<file path="config.mk">
export PLATFORM = sky130hd
export DESIGN_NAME = ql_preio_rx_deser
export DESIGN_NICKNAME = d
export VERILOG_FILES = /design/src/rtl/ql_preio_pkg.sv /design/src/rtl/ql_preio_rx_fifo.sv /design/src/rtl/ql_preio_rx_deser.sv
export SDC_FILE = /design/constraint.sdc
export NUM_CORES = 1
export LEC_CHECK = 0
export ABC_AREA = 1
export BUFFER_PORTS_ARGS = -buffer_cell sky130_fd_sc_hd__clkbuf_2
export CAP_MARGIN = 20
export CORE_MARGIN = 1
export CORE_UTILIZATION = 40
export CTS_BUF_LIST = sky130_fd_sc_hd__clkbuf_8
export DETAILED_ROUTE_END_ITERATION = 16
export MAX_ROUTING_LAYER = met4
export PLACE_DENSITY = 0.64
export SETUP_SLACK_MARGIN = 0.3
export SYNTH_ARGS = -nofsm -noshare
export SYNTH_HDL_FRONTEND = slang
export SYNTH_SLANG_ARGS = --single-unit
</file>
<file path="constraint.sdc">
create_clock -name FPGA_CLK -period 1.85 [get_ports FPGA_CLK]
set_clock_uncertainty 0.05 [all_clocks]
set_input_delay 0.185 -clock FPGA_CLK [delete_from_list [all_inputs] [get_ports FPGA_CLK]]
set_output_delay 0.185 -clock FPGA_CLK [all_outputs]
set_load 0.01 [all_outputs]
</file>
<file path="src/rtl/ql_preio_pkg.sv">
// Shared types and constants for the pre-IO serial link receive and transmit paths.
package ql_preio_pkg;

  typedef enum logic [2:0] {
    BREAK  = 3'd0,
    IDLE   = 3'd1,
    DATA   = 3'd2,
    PARITY = 3'd3,
    STOP   = 3'd4
  } rx_state_t;

  localparam int PAR_EVEN = 0;
  localparam int PAR_ODD  = 1;

  // Line cycles per frame: start + data + optional parity + stop.
  function automatic int frame_len(input int data_w, input int parity_en);
    return data_w + 2 + parity_en;
  endfunction

endpackage

</file>
<file path="src/rtl/ql_preio_rx_fifo.sv">
// Show-ahead FIFO; a push into a full FIFO is accepted only when a pop happens in the same cycle.
module ql_preio_rx_fifo #(
  parameter int WIDTH = 9,
  parameter int DEPTH = 2
) (
  input  logic             clk,
  input  logic             rst,
  input  logic             push,
  input  logic [WIDTH-1:0] wdata,
  input  logic             ready,
  output logic [WIDTH-1:0] rdata,
  output logic             valid,
  output logic             drop
);

  localparam int AW = (DEPTH > 1) ? $clog2(DEPTH) : 1;

  logic [WIDTH-1:0] mem [DEPTH];
  logic [AW-1:0]    wr_ptr;
  logic [AW-1:0]    rd_ptr;
  logic [AW:0]      count;
  logic             full;
  logic             pop;
  logic             accept;

  assign full   = (count == (AW+1)'(DEPTH));
  assign valid  = (count != '0);
  assign pop    = valid & ready;
  assign accept = push & (~full | pop);
  assign drop   = push & full & ~pop;
  assign rdata  = valid ? mem[rd_ptr] : '0;

  always_ff @(posedge clk) begin
    if (rst) begin
      wr_ptr <= '0;
      rd_ptr <= '0;
      count  <= '0;
    end else begin
      if (accept) wr_ptr <= wr_ptr + AW'(1);
      if (pop)    rd_ptr <= rd_ptr + AW'(1);
      count <= count + (AW+1)'(accept) - (AW+1)'(pop);
    end
  end

  always_ff @(posedge clk) begin
    if (accept) mem[wr_ptr] <= wdata;
  end

endmodule

</file>
<file path="src/rtl/ql_preio_rx_deser.sv">
// Pre-IO link receiver: samples SOC_IN, frames start/data/parity/stop, queues good words for fabric.
module ql_preio_rx_deser
  import ql_preio_pkg::*;
#(
  parameter int DATA_W     = 8,
  parameter int PARITY_EN  = 1,
  parameter int PARITY_ODD = 0,
  parameter int FIFO_DEPTH = 2
) (
  input  logic              FPGA_CLK,
  input  logic              FPGA_RST,
  input  logic              SOC_IN,
  output logic [DATA_W-1:0] RX_DATA,
  output logic              RX_PERR,
  output logic              RX_VALID,
  input  logic              RX_READY,
  output logic              FRAME_ERR,
  output logic              OVERFLOW,
  input  logic              ERR_CLR,
  output rx_state_t         dbg_state
);

  // Handshake: a word transfers on any cycle with RX_VALID & RX_READY; RX_DATA/RX_PERR hold while RX_VALID & ~RX_READY.

  localparam int BCNT_W = $clog2(frame_len(DATA_W, PARITY_EN));
  localparam logic [BCNT_W-1:0] LAST_BIT = BCNT_W'(DATA_W - 1);
  localparam logic PAR_SENSE = (PARITY_ODD == PAR_ODD);
  localparam logic PAR_USED  = (PARITY_EN != 0);

  rx_state_t         state;
  rx_state_t         state_nx;
  logic              sin_q;
  logic              sin_vld;
  logic [BCNT_W-1:0] bcnt;
  logic [DATA_W-1:0] shreg;
  logic              perr;
  logic              push;
  logic              stop_err;
  logic              drop;
  logic [DATA_W:0]   head;

  // sin_vld keeps BREAK from treating the reset value of sin_q as a genuine idle-high sample.
  always_ff @(posedge FPGA_CLK) begin
    if (FPGA_RST) begin
      sin_q   <= 1'b1;
      sin_vld <= 1'b0;
    end else begin
      sin_q   <= SOC_IN;
      sin_vld <= 1'b1;
    end
  end

  always_ff @(posedge FPGA_CLK) begin
    if (FPGA_RST) state <= BREAK;
    else          state <= state_nx;
  end

  always_comb begin
    state_nx = state;
    case (state)
      BREAK:   if (sin_q && sin_vld) state_nx = IDLE;
      IDLE:    if (!sin_q) state_nx = DATA;
      DATA:    if (bcnt == LAST_BIT) state_nx = PAR_USED ? PARITY : STOP;
      PARITY:  state_nx = STOP;
      STOP:    state_nx = sin_q ? IDLE : BREAK;
      default: state_nx = BREAK;
    endcase
  end

  always_comb begin
    push     = 1'b0;
    stop_err = 1'b0;
    if (state == STOP) begin
      push     = sin_q;
      stop_err = ~sin_q;
    end
  end

  // Data arrives LSB first, so shifting in from the top leaves bit 0 at the bottom after DATA_W shifts.
  always_ff @(posedge FPGA_CLK) begin
    if (FPGA_RST) begin
      bcnt  <= '0;
      shreg <= '0;
      perr  <= 1'b0;
    end else begin
      case (state)
        IDLE: begin
          if (!sin_q) begin
            bcnt <= '0;
            perr <= 1'b0;
          end
        end
        DATA: begin
          shreg <= {sin_q, shreg[DATA_W-1:1]};
          bcnt  <= bcnt + BCNT_W'(1);
        end
        PARITY:  perr <= (^shreg) ^ sin_q ^ PAR_SENSE;
        default: ;
      endcase
    end
  end

  always_ff @(posedge FPGA_CLK) begin
    if (FPGA_RST) begin
      FRAME_ERR <= 1'b0;
      OVERFLOW  <= 1'b0;
    end else begin
      FRAME_ERR <= stop_err | (FRAME_ERR & ~ERR_CLR);
      OVERFLOW  <= drop | (OVERFLOW & ~ERR_CLR);
    end
  end

  ql_preio_rx_fifo #(
    .WIDTH (DATA_W + 1),
    .DEPTH (FIFO_DEPTH)
  ) u_fifo (
    .clk   (FPGA_CLK),
    .rst   (FPGA_RST),
    .push  (push),
    .wdata ({shreg, perr & PAR_USED}),
    .ready (RX_READY),
    .rdata (head),
    .valid (RX_VALID),
    .drop  (drop)
  );

  assign RX_DATA   = head[DATA_W:1];
  assign RX_PERR   = head[0];
  assign dbg_state = state;

endmodule

</file>
==> out/metrics.csv <==
metric,value,unit
Synth area leaders,"edfxtp_1 28%, dfxtp_1 26%, nand2_1 14%",
HPWL after DPL,2710,um
WP data arrival,1500,ps
clock sink total,43,
Die Width,70.9,um
startpoint types,flop,
row count,24,
initial antenna violation count,0,
largest net degree at the start of global routing,20,
area delta synth->final,18.1,%
Tmin final,1540,ps
TritonCTS clock tree,built,
Total Routing Usage GR,0.170,
layout cells sized above 1,0.206,
Final period util,0.830,
TritonRoute pass-1 iters,6,
Initial Utilization,0.427,
"count leader, synth",nand2_1,
Fill cells,444,
top-area cell type share of the netlist area,0.285,
synthesized netlist net count,240,
vias in the first global route,1427,
H-tree Lvls,2,
Relative slew margins,0.724,
core area,0.00444,sq mm
Via Count,1571,
global-route wire length before repair,6310,um
Synth Instances,234,
"Req. time, crit path",1810,ps
Post-synth EDFFs,18,
outcome,completed,
Final GP Congestion,0.762,
total global routing overflow,0,
Worst Max-Slew Pin Slew,414,ps
Remaining DRCs,0,
IO Pins,20,
post-placement cell count,303,
clock slew at reported path FFs,80,ps
final setup fails,0,
worst stage delay on the critical path,350,ps
post-synthesis instance area,0.00190,sq mm
Skew-Pair Late Insertion Delay,300,ps
Root Buffer Master,clkbuf_8,
CTS buffer count,5,
mean post-synth cell area,8.11,sq um
number of max-cap violations,0,
FMAX,651,MHz
ant diodes,0,
"Distinct cells, synth",28,
Initial DRC Count,66,
worst-path cell chain,"inv_2, nand2_4, nor3_4, o21ai_4, nor2_4, buf_6",
Hold WC Path Type,in2reg,
Synth top cells by count,"69 x nand2_1, 30 x inv_1, 27 x a21oi_1",
Die ar.,0.00502,sq mm
total negative slack,0,ps
"Slowest-stage cell, CP",dfxtp_2,
drt wl/cell,12.6,um
remaining antenna violation count,0,
Hold Fails Final Rpt,0,
Yosys warnings,0,
hold_buf cts,0,
Pleak,0.967,nW
nature of the critical path endpoint,flop,
PortBufs,19,
hold depth,2,
RSZ-0062 raised after global routing,yes,
"Top FF cell, synth",dfxtp_1,
largest area contributor in the netlist,edfxtp_1,
CP Class,reg2reg,
PwrDens,854,mW/mm^2
WL final,3950,um
Final Max Slew Viols,0,
sequential-to-total area share from yosys stat,0.549,
Vias/cell,5.00,
fin cells,314,
Synth Register Bits,43,
Post-synth ARST share,0,
Post-layout nets,267,
worst-path fanout max,5,
Longest Clk Path Bufs,2,
Reg2Reg Depth,6,
maximum vdd drop,0.423,mV
die height,70.9,um
[cell families after synthesis]
kind of cell    Yosys count  synth area share
simple gates            101             0.223
buf+inv                  39            0.0798
fa+ha+maj                 1           0.00660
xor+xnor                  1           0.00462
compound gates           49             0.137
flops                    43             0.549
[state kept, by name, indices dropped and copies added (netlist names), 2 cells and up, named ones only]
name,flops
shreg,8
bcnt,4
dbg_state,3
u_fifo.count,2
u_fifo.mem,18
[final timing paths]
kind,end,slack (ps),start
max,u_fifo.mem[0][3],310,dbg_state[0]
min,sin_q,20,SOC_IN
max reg2reg,u_fifo.mem[0][3],310,dbg_state[0]
min reg2reg,flop,410,u_fifo.rd_ptr
[metrics by stage]
| stage | instance area [sq um] | setup slack (ps) | util | hold WS, ps | total power (W) |
|---|---|---|---|---|---|
| 4_1_cts | 2170 | 316 | 0.488 | 12.7 | 0.00191 |
| 2_1_floorplan | 1900 | 297 | - | 239 | 0.00117 |
| 3_3_place_gp | 2060 | 388 | 0.464 | 325 | 0.00121 |
| 6_report | 2240 | 314 | 0.504 | 15.6 | 0.00191 |
| 3_5_place_dp | 2060 | 337 | 0.464 | 325 | 0.00121 |
| 5_1_grt | 2240 | 242 | 0.504 | 13.2 | 0.00200 |
[timing repair]
action	4_1_cts	5_1_grt
setup endpoints to repair	9	21
endpoints found under the hold margin	0	0
pin swaps	0	2
gates cloned	0	1
setup buffers	0	2
gates resized for setup	2	19
[critical path, delay by kind of cell (launching register included)]
kind            cells  cell delay, ps
compound gates      1             140
buf+inv             2             230
flops               1             350
simple gates        3             480
[power breakdown]
part | switching, W | total (W) | internal (W)
combinational | 0.000112 | 0.000178 | 0.0000662
clock | 0.000309 | 0.000702 | 0.000393
sequential | 0.0000276 | 0.00103 | 0.00101
[layout make-up]
class                      count  area [sq um]  share of cell area
clock inverter                 3          37.5              0.0168
tap                           52          65.1              0.0290
inverter                      34           131              0.0586
clock buffer                   5          68.8              0.0307
multi-input combinational    152           734               0.328
sequential                    43          1050               0.470
timing repair buffer          25           151              0.0676
[metal layers]
metal  vias up  GRT usage  part of all wire
met5         -          -                 0
met4         0     0.0800             0.022
met3         8     0.0399             0.034
met2        28      0.278              0.49
met1       728      0.198              0.46
li1        807          -                 -
[placed cells by master, fill, tap and decap left out, types with 6 or more instances in the layout]
cell type  instances
a21oi_1           27
nor2_1            14
inv_1             30
nand3_1            8
dfxtp_2            6
edfxtp_1          18
dfxtp_1           18
clkbuf_2          19
o21ai_0           15
nand2_1           68
(Power assumes the default switching activity.)
